File: src/rtl/shift_sequencer_if.sv
// Caller-facing bus of the shift sequencer: request fields in, shift-register controls out.
// The abort input exists only when SHIFT_SEQUENCER_ABORT_EN is defined.
interface shift_sequencer_if #(
  parameter int unsigned DATA_W = 8,
  parameter int unsigned CNT_W  = 3
);
  logic              start;
  logic [DATA_W-1:0] data_in;
  logic [CNT_W-1:0]  amount;
  logic              arith;
`ifdef SHIFT_SEQUENCER_ABORT_EN
  logic              abort;
`endif
  logic [DATA_W-1:0] load_val;
  logic              load_n;
  logic              shift_right;
  logic              asr;
  logic              busy;
  logic              done;

`ifdef SHIFT_SEQUENCER_ABORT_EN
  modport master (
    output start, data_in, amount, arith, abort,
    input  load_val, load_n, shift_right, asr, busy, done
  );
  modport slave (
    input  start, data_in, amount, arith, abort,
    output load_val, load_n, shift_right, asr, busy, done
  );
`else
  modport master (
    output start, data_in, amount, arith,
    input  load_val, load_n, shift_right, asr, busy, done
  );
  modport slave (
    input  start, data_in, amount, arith,
    output load_val, load_n, shift_right, asr, busy, done
  );
`endif
endinterface

File: src/rtl/shift_sequencer.sv
// Sequences load / N right-shifts / done for a slave 8-bit shift register.
// Optional SHIFT_SEQUENCER_ABORT_EN adds an abort input that cuts a transaction short.
module shift_sequencer #(
  parameter int unsigned DATA_W = 8,
  parameter int unsigned CNT_W  = 3
) (
  input  logic              clk,
  input  logic              reset,
  shift_sequencer_if.slave  bus
);

  typedef enum logic [1:0] {
    IDLE  = 2'd0,
    LOAD  = 2'd1,
    SHIFT = 2'd2,
    DONE  = 2'd3
  } state_t;

  state_t            state;
  state_t            state_d;
  logic [CNT_W-1:0]  cnt;
  logic              arith_q;
  logic [DATA_W-1:0] load_val_q;
  logic              abort_c;

  logic load_n_d, shift_right_d, asr_d, busy_d, done_d;
  logic load_n_q, shift_right_q, asr_q, busy_q, done_q;

`ifdef SHIFT_SEQUENCER_ABORT_EN
  assign abort_c = bus.abort;
`else
  assign abort_c = 1'b0;
`endif

  // State register
  always_ff @(posedge clk or posedge reset) begin
    if (reset) state <= IDLE;
    else       state <= state_d;
  end

  // Next-state logic; cnt <= 1 exit keeps the counter from ever wrapping
  always_comb begin
    state_d = state;
    case (state)
      IDLE:    if (bus.start) state_d = LOAD;
      LOAD:    state_d = (abort_c || cnt == '0) ? DONE : SHIFT;
      SHIFT:   if (abort_c || cnt <= CNT_W'(1)) state_d = DONE;
      DONE:    state_d = IDLE;
      default: state_d = IDLE;
    endcase
  end

  // Request capture and shift countdown
  always_ff @(posedge clk or posedge reset) begin
    if (reset) begin
      load_val_q <= '0;
      cnt        <= '0;
      arith_q    <= 1'b0;
    end else if (state == IDLE && bus.start) begin
      load_val_q <= bus.data_in;
      cnt        <= bus.amount;
      arith_q    <= bus.arith;
    end else if (state == SHIFT && cnt != '0) begin
      cnt        <= cnt - CNT_W'(1);
    end
  end

  // Output decode from the upcoming state so the registered outputs line up with it
  always_comb begin
    load_n_d      = 1'b1;
    shift_right_d = 1'b0;
    asr_d         = 1'b0;
    busy_d        = 1'b0;
    done_d        = 1'b0;
    case (state_d)
      LOAD: begin
        load_n_d = 1'b0;
        busy_d   = 1'b1;
      end
      SHIFT: begin
        shift_right_d = 1'b1;
        asr_d         = arith_q;
        busy_d        = 1'b1;
      end
      DONE:    done_d = 1'b1;
      default: ;
    endcase
  end

  always_ff @(posedge clk or posedge reset) begin
    if (reset) begin
      load_n_q      <= 1'b1;
      shift_right_q <= 1'b0;
      asr_q         <= 1'b0;
      busy_q        <= 1'b0;
      done_q        <= 1'b0;
    end else begin
      load_n_q      <= load_n_d;
      shift_right_q <= shift_right_d;
      asr_q         <= asr_d;
      busy_q        <= busy_d;
      done_q        <= done_d;
    end
  end

  assign bus.load_val    = load_val_q;
  assign bus.load_n      = load_n_q;
  assign bus.shift_right = shift_right_q;
  assign bus.asr         = asr_q;
  assign bus.busy        = busy_q;
  assign bus.done        = done_q;

endmodule
File: src/flat_wrapper.sv
// flat-port wrapper written by rule: the top's interface ports become plain ports
module shift_sequencer_flat 
#(
  parameter int unsigned DATA_W = 8,
  parameter int unsigned CNT_W  = 3
)
  (clk, reset, bus_start, bus_data_in, bus_amount, bus_arith, bus_load_val, bus_load_n, bus_shift_right, bus_asr, bus_busy, bus_done);
  shift_sequencer_if #(.DATA_W(DATA_W), .CNT_W(CNT_W)) bus_i ();
  input  logic clk;
  input  logic reset;
  input wire logic [$bits(bus_i.start)-1:0] bus_start;
  input wire logic [$bits(bus_i.data_in)-1:0] bus_data_in;
  input wire logic [$bits(bus_i.amount)-1:0] bus_amount;
  input wire logic [$bits(bus_i.arith)-1:0] bus_arith;
  output wire logic [$bits(bus_i.load_val)-1:0] bus_load_val;
  output wire logic [$bits(bus_i.load_n)-1:0] bus_load_n;
  output wire logic [$bits(bus_i.shift_right)-1:0] bus_shift_right;
  output wire logic [$bits(bus_i.asr)-1:0] bus_asr;
  output wire logic [$bits(bus_i.busy)-1:0] bus_busy;
  output wire logic [$bits(bus_i.done)-1:0] bus_done;
  assign bus_i.start = bus_start;
  assign bus_i.data_in = bus_data_in;
  assign bus_i.amount = bus_amount;
  assign bus_i.arith = bus_arith;
  assign bus_load_val = bus_i.load_val;
  assign bus_load_n = bus_i.load_n;
  assign bus_shift_right = bus_i.shift_right;
  assign bus_asr = bus_i.asr;
  assign bus_busy = bus_i.busy;
  assign bus_done = bus_i.done;
  shift_sequencer #(.DATA_W(DATA_W), .CNT_W(CNT_W)) u_core (.clk(clk), .reset(reset), .bus(bus_i));
endmodule
File: config.mk
export PLATFORM = sky130hd
export DESIGN_NAME = shift_sequencer_flat
export DESIGN_NICKNAME = d
export VERILOG_FILES = /design/src/rtl/shift_sequencer_if.sv /design/src/rtl/shift_sequencer.sv /design/src/flat_wrapper.sv
export SDC_FILE = /design/constraint.sdc
export NUM_CORES = 1
export LEC_CHECK = 0
export CORE_ASPECT_RATIO = 1.1
export CORE_UTILIZATION = 48
export CTS_CLUSTER_SIZE = 40
export DETAILED_ROUTE_END_ITERATION = 10
export PLACE_DENSITY = 0.82
export SLEW_MARGIN = 20
export SYNTH_ARGS = -nofsm -noshare
export SYNTH_HDL_FRONTEND = slang
export SYNTH_SLANG_ARGS = --single-unit
File: constraint.sdc
create_clock -name clk -period 3.8 [get_ports clk]
set_input_delay 0.57 -clock clk [delete_from_list [all_inputs] [get_ports clk]]
set_output_delay 0.57 -clock clk [all_outputs]
set_load 0.03 [all_outputs]
==> results of run 1 <==
-- metrics by stage --
stage / power, mW / setup WS (ns) / std cells
6_report: 1.10 / 1.76 / 118
3_3_place_gp: 0.966 / 1.81 / 114
2_1_floorplan: 0.784 / 2.18 / 70
5_1_grt: 1.19 / 1.71 / 118
3_5_place_dp: 1.01 / 1.73 / 114
4_1_cts: 1.11 / 1.74 / 118
-- cell type report --
class / instances / area (µm²)
Clock buffer: 4 / 26.3
Fill cell: 142 / 561
Inverter: 8 / 30.0
Multi-Input combinational cell: 42 / 395
Sequential cell: 19 / 477
Tap cell: 18 / 22.5
Timing Repair Buffer: 27 / 270
-- sequential cells by signal, summed over array words and instances (netlist names) --
signal                  count
u_core.state                2
u_core.cnt                  3
u_core.arith_q              1
u_core.bus.asr              1
u_core.bus.shift_right      1
u_core.bus.load_val         8
u_core.bus.load_n           1
u_core.bus.busy             1
u_core.bus.done             1
-- placed cells by master (no fill, tap or decap), drive strengths merged --
| cell type | instances |
|---|---|
| nor2 | 3 |
| inv | 8 |
| dfrtp | 18 |
| mux2i | 1 |
| nand2b | 2 |
| o21ba | 1 |
| ha | 11 |
| o32a | 1 |
| nand3 | 2 |
| clkdlybuf4s50 | 27 |
| a21o | 1 |
| a32oi | 1 |
| nand4 | 1 |
| and2 | 1 |
| and3b | 1 |
| o41a | 1 |
| dfstp | 1 |
| a21oi | 1 |
| clkbuf | 4 |
| mux2 | 9 |
| a32o | 1 |
| o41ai | 1 |
| nand2 | 2 |
| a221o | 1 |
-- per-layer routing --
| metal | vias up | wire, µm | GRT usage (%) |
|---|---|---|---|
| li1 | 300 | - | - |
| met1 | 309 | 634 | 20.8 |
| met2 | 16 | 1010 | 37.6 |
| met3 | 6 | 43 | 2.64 |
| met4 | 0 | 43 | 13.1 |
| met5 | - | 0 | 0 |
-- logic make-up after synthesis --
logic type / synth area share (%)
fa+ha+maj: 15.1
mux: 12.2
compound gates: 8.90
simple gates: 7.12
flops: 52.2
buf+inv: 4.52
-- where the power goes --
group	leakage [nW]	switching, mW	total, mW	internal (mW)
clock	0.0150	0.0620	0.103	0.0409
combinational	0.324	0.342	0.635	0.292
sequential	0.227	0.0529	0.359	0.306
total	0.565	0.457	1.10	0.639
-- final timing paths --
| path | start | end | slack (ns) | cells past startpoint |
|---|---|---|---|---|
| worst max-delay path | u_core.bus.load_n$_DFF_PP1_ | bus_load_n | 1.76 | 1 |
| worst min register to register | u_core.arith_q$_DFFE_PP0P_ | u_core.bus.asr$_DFF_PP0_ | 0.49 | 1 |
| max in group asynchronous | reset | u_core.bus.done$_DFF_PP0_ | 2.68 | 2 |
| worst max register to register | u_core.cnt[1]$_DFFE_PP0P_ | u_core.bus.busy$_DFF_PP0_ | 1.97 | 7 |
| min in group asynchronous | reset | u_core.bus.load_val[5]$_DFFE_PP0P_ | 0.67 | 2 |
| worst min-delay path | u_core.arith_q$_DFFE_PP0P_ | u_core.bus.asr$_DFF_PP0_ | 0.49 | 1 |
==> reports/metrics.csv, run 1 <==
stage;metric;value;unit
worst_setup_path;cp_cell_sequence;clkdlybuf4s50_1;
grt;grt_pass1_wl;2840;µm
pwr;peakVddDrop;0.000504;V
logic_synthesis;synth_commonest_cells;dfrtp_1 (18), ha_1 (11), mux2_2 (9);
drt;via_count;631;
grt;grt.total_usage;19.8;%
logic_synthesis;syn_area;913;µm²
grt;antenna_found_initial;0;
logic_synthesis;synth-main-ff-cell;dfrtp_1;
worst_setup_path;critPathMaxStageDelay;0.65;ns
clock_network;cts_tree;done;
sta;rsz0062_at_grt;no;
clock_network;post_cts_buffers;0;
clock_network;clk_pin_slew_worst_paths;0.11;ns
sta;relSlewSlack;53.3;%
layout;area_delta_synth_final;33.7;%
logic_synthesis;synth.largest_area_cell;dfrtp_1;
logic_synthesis;ys_warn_count;0;
layout;n_antenna_cell;0;
layout;fin_area;1220;µm²
clock_network;post_cts_resized;0;
sta;fin_crit;2.04;ns
worst_setup_path;slowest_stage;clkdlybuf4s50_1;
pwr;p_per_area;898;nW/µm²
die;num_rows;16;
sta;fin_crit_sh;53.8;%
worst_setup_path;startpoint_type;register;
drt;wirelength;1730;µm
job;max_cap_violations;0;
drt;drc;0;
worst_setup_path;crit_fanout;1;
logic_synthesis;synth_edf_count;0;
pwr;leakage;0.565;nW
sta;clock.fmax;489;MHz
sta;finalHoldViolations;0;
worst_setup_path;worst_ep_required_time;3.23;ns
outcome;outcome;complete, no violations;
die;start_util;51.3;%
logic_synthesis;avgSynthCellArea;13.0;µm²
sta;setup_tns;0;ns
sta;worst_pin_slew;0.700;ns
clock_network;cts-buffers-inserted;3;
clock_network;clock_path_buffers;2;
logic_synthesis;synthArstFlopShare;100;%
drt;wire_per_inst;14.7;µm
drt;drt_iter0_drc;9;
die;core;1780;µm²
grt;grt_max_degree;20;
drt;ant_nets;0;
logic_synthesis;ys_top_cells_by_area;dfrtp_1 (49%), ha_1 (15%), mux2_2 (11%);
placed_design;hpwl;1380;µm
layout;post-route-util;68.5;%
drt;via_per_inst;5.35;
worst_setup_path;critPathCaptureType;primary output;
logic_synthesis;syn_inst;70;
worst_hold_path;hp-class;reg -> reg;
worst_setup_path;arrival;1.47;ns
sta;slew_violations;0;
placed_design;placed_area;1190;µm²
placed_design;place.gp.congestion;0.786;
drt;drt_first_pass_iters;4;
layout;nNetsFinal;127;
grt;grt_overflow;0;
worst_setup_path;worst-path-buf-inv;1;
clock_network;root_buffer;clkbuf_4;
placed_design;io_buffers;27;
worst_setup_path;path_class;reg -> out;
clock_network;htree_levels;1;
clock_network;numClockSinks;19;
die;die_h;47.8;µm
logic_synthesis;synth_cell_types;24;
logic_synthesis;synth_top_area_share;49.3;%
clock_network;hold_buffers;0;
sta;holdWs;0.489;ns
logic_synthesis;synth-seq-cells;19;
die;dieWidth;43.6;µm
sta;skew;0.0105;ns
die;die_area;2080;µm²
grt;grt_pass1_vias;661;
clock_network;insertion_delay;0.30;ns
worst_setup_path;cp_top_family;buffers and inverters;
layout;drive_gt1_share;15.0;%
die;top_level_ports;28;
sta;setup_viol;0;
logic_synthesis;synthesis.nets;96;
logic_synthesis;yosysSeqAreaShare;52.2;%
logic_synthesis;synth_most_common_cell;dfrtp_1;
Note: power is estimated with default switching activity, not from simulation.
==> run 2: changes to the inputs <==
--- a/config.mk
+++ b/config.mk
@@ -6,10 +6,10 @@
 export NUM_CORES = 1
 export LEC_CHECK = 0
 export CORE_ASPECT_RATIO = 1.1
-export CORE_UTILIZATION = 48
+export CORE_UTILIZATION = 45
 export CTS_CLUSTER_SIZE = 40
 export DETAILED_ROUTE_END_ITERATION = 10
-export PLACE_DENSITY = 0.82
+export PLACE_DENSITY = 0.77
 export SLEW_MARGIN = 20
 export SYNTH_ARGS = -nofsm -noshare
 export SYNTH_HDL_FRONTEND = slang
==> constraint.sdc (replaced) <==
create_clock -name clk -period 2 [get_ports clk]
set_input_delay 0.3 -clock clk [delete_from_list [all_inputs] [get_ports clk]]
set_output_delay 0.3 -clock clk [all_outputs]
set_load 0.03 [all_outputs]
==> run 2 against run 1 <==
  * Die area increased by 6.4%
  * Largest power group unchanged
  * First-iteration DRC count down 22%
  * Core utilization decreased by 1.2 points
==> reports/metrics.csv, run 2 (same netlist as run 1, synthesis figures left out) <==
stage;metric;value;unit
clock_network;clk_pin_slew_worst_paths;0.11;ns
clock_network;htree_levels;1;
clock_network;cts_tree;done;
sta;clock.fmax;558;MHz
layout;final_common_cell;clkdlybuf4s50_1;
sta;fin_crit_sh;89.5;%
layout;n_antenna_cell;0;
pwr;switching_share;41.4;%
placed_design;io_buffers;27;
placed_design;place.gp.congestion;0.785;
clock_network;post_cts_resized;0;
placed_design;place_inst;124;
worst_setup_path;path_class;reg -> reg;
sta;relSlewSlack;70.3;%
placed_design;hpwl;1280;µm
clock_network;hold_buffers;0;
pwr;peakVddDrop;0.000810;V
clock_network;cts-buffers-inserted;3;
drt;drc;0;
die;start_util;49.6;%
sta;slew_violations;0;
layout;largest_reg_flops;8;
worst_setup_path;startpoint_type;register;
die;num_rows;16;
pwr;p_comb_share;57.8;%
worst_setup_path;critPathCaptureType;register;
layout;area_delta_synth_final;35.8;%
pwr;p_per_area;1670;nW/µm²
grt;grt_pass1_wl;2890;µm
grt;grt.total_usage;18.2;%
pwr;p_switching;859;µW
layout;drive_gt1_share;15.8;%
worst_hold_path;hp-class;in -> async;
grt;antenna_found_initial;0;
sta;rsz0062_at_grt;no;
worst_setup_path;worst_ep_required_time;2.24;ns
sta;finalHoldViolations;0;
pwr;finalPower;2.07;mW
drt;drt_iter0_drc;7;
pwr;internal_power;1.22;mW
grt;grt_overflow;0;
sta;skew;0.00813;ns
drt;wirelength;1650;µm
pwr;seqPwrFrac;32.9;%
worst_setup_path;crit_fanout;3;
pwr;power_frac_clock;9.3;%
layout;nNetsFinal;128;
clock_network;post_cts_buffers;0;
die;top_level_ports;28;
layout;layout.cells.most_common_list;clkdlybuf4s50_1 (27), dfrtp_1 (18), ha_1 (11);
sta;setup_tns;0;ns
job;max_cap_violations;0;
worst_setup_path;arrival;2.03;ns
sta;setup_viol;0;
drt;wire_per_inst;12.9;µm
die;die_h;49.3;µm
grt;grt_pass1_vias;684;
die;die_area;2210;µm²
clock_network;root_buffer;clkbuf_4;
die;core;1840;µm²
drt;ant_nets;0;
clock_network;insertion_delay;0.30;ns
outcome;outcome;complete, no violations;
drt;drt_first_pass_iters;3;
clock_network;clock_path_buffers;2;
sta;worst_pin_slew;0.440;ns
clock_network;numClockSinks;19;
sta;fin_crit;1.79;ns
drt;via_count;627;
layout;final-instance-count-excl-fill;128;
drt;via_per_inst;4.90;
grt;grt_max_degree;15;
pwr;leakage;0.570;nW
die;dieWidth;45.0;µm
[run 2: path summary, 6_finish.rpt]
kind                                             from  cells past startpoint  slack [ns]                                 end
max reg2reg                 u_core.cnt[1]$_DFFE_PP0P_                      7        0.21           u_core.bus.busy$_DFF_PP0_
min in group clk           u_core.arith_q$_DFFE_PP0P_                      1        0.49            u_core.bus.asr$_DFF_PP0_
min                                             reset                      2        0.19  u_core.bus.load_val[7]$_DFFE_PP0P_
max                         u_core.cnt[1]$_DFFE_PP0P_                      7        0.21           u_core.bus.busy$_DFF_PP0_
max in group asynchronous                       reset                      3        1.29         u_core.bus.load_n$_DFF_PP1_
min reg2reg                u_core.arith_q$_DFFE_PP0P_                      1        0.49            u_core.bus.asr$_DFF_PP0_
[run 2: worst max-delay path, stage by stage (launching register included)]
cell and delay, ns:
dfrtp_1 0.39, inv_1 0.09, ha_1 0.18, o21ba_2 0.22, nor2_1 0.05, o41ai_1 0.44
ha_1 0.31, inv_1 0.05
[run 2: area by class of cell]
class	count	area, µm²
repair buffers	28	278
fillers	158	602
inverters	8	30.0
clock buffers	4	26.3
multi-input cells	42	395
well taps	27	33.8
flip-flops and latches	19	477
[run 2: routing by layer]
metal | GRT usage, % | part of all wire [%] | vias to the layer above
li1 | - | - | 303
met2 | 29.2 | 50 | 15
met5 | 0 | 0 | -
met1 | 22.8 | 44 | 304
met3 | 3.33 | 2.8 | 5
met4 | 9.09 | 2.3 | 0
[run 2: per-stage QoR]
stage	util [%]	area (µm²)	setup WS, ns	hold slack (ns)
4_1_cts	67.3	1240	0.203	0.190
6_report	67.3	1240	0.209	0.189
3_5_place_dp	65.9	1210	0.230	0.471
2_1_floorplan	-	913	0.385	0.250
3_3_place_gp	65.9	1210	0.243	0.466
5_1_grt	67.3	1240	0.124	0.225
[run 2: power by group through the flow]
stage / Sequential, mW / Combinational, mW / Clock (mW)
final: 0.683 / 1.20 / 0.193
after global routing: 0.708 / 1.30 / 0.216
after CTS: 0.685 / 1.20 / 0.199
after detailed placement: 0.693 / 1.20 / 0
after global placement: 0.679 / 1.17 / 0
after floorplan: 0.917 / 0.572 / 0
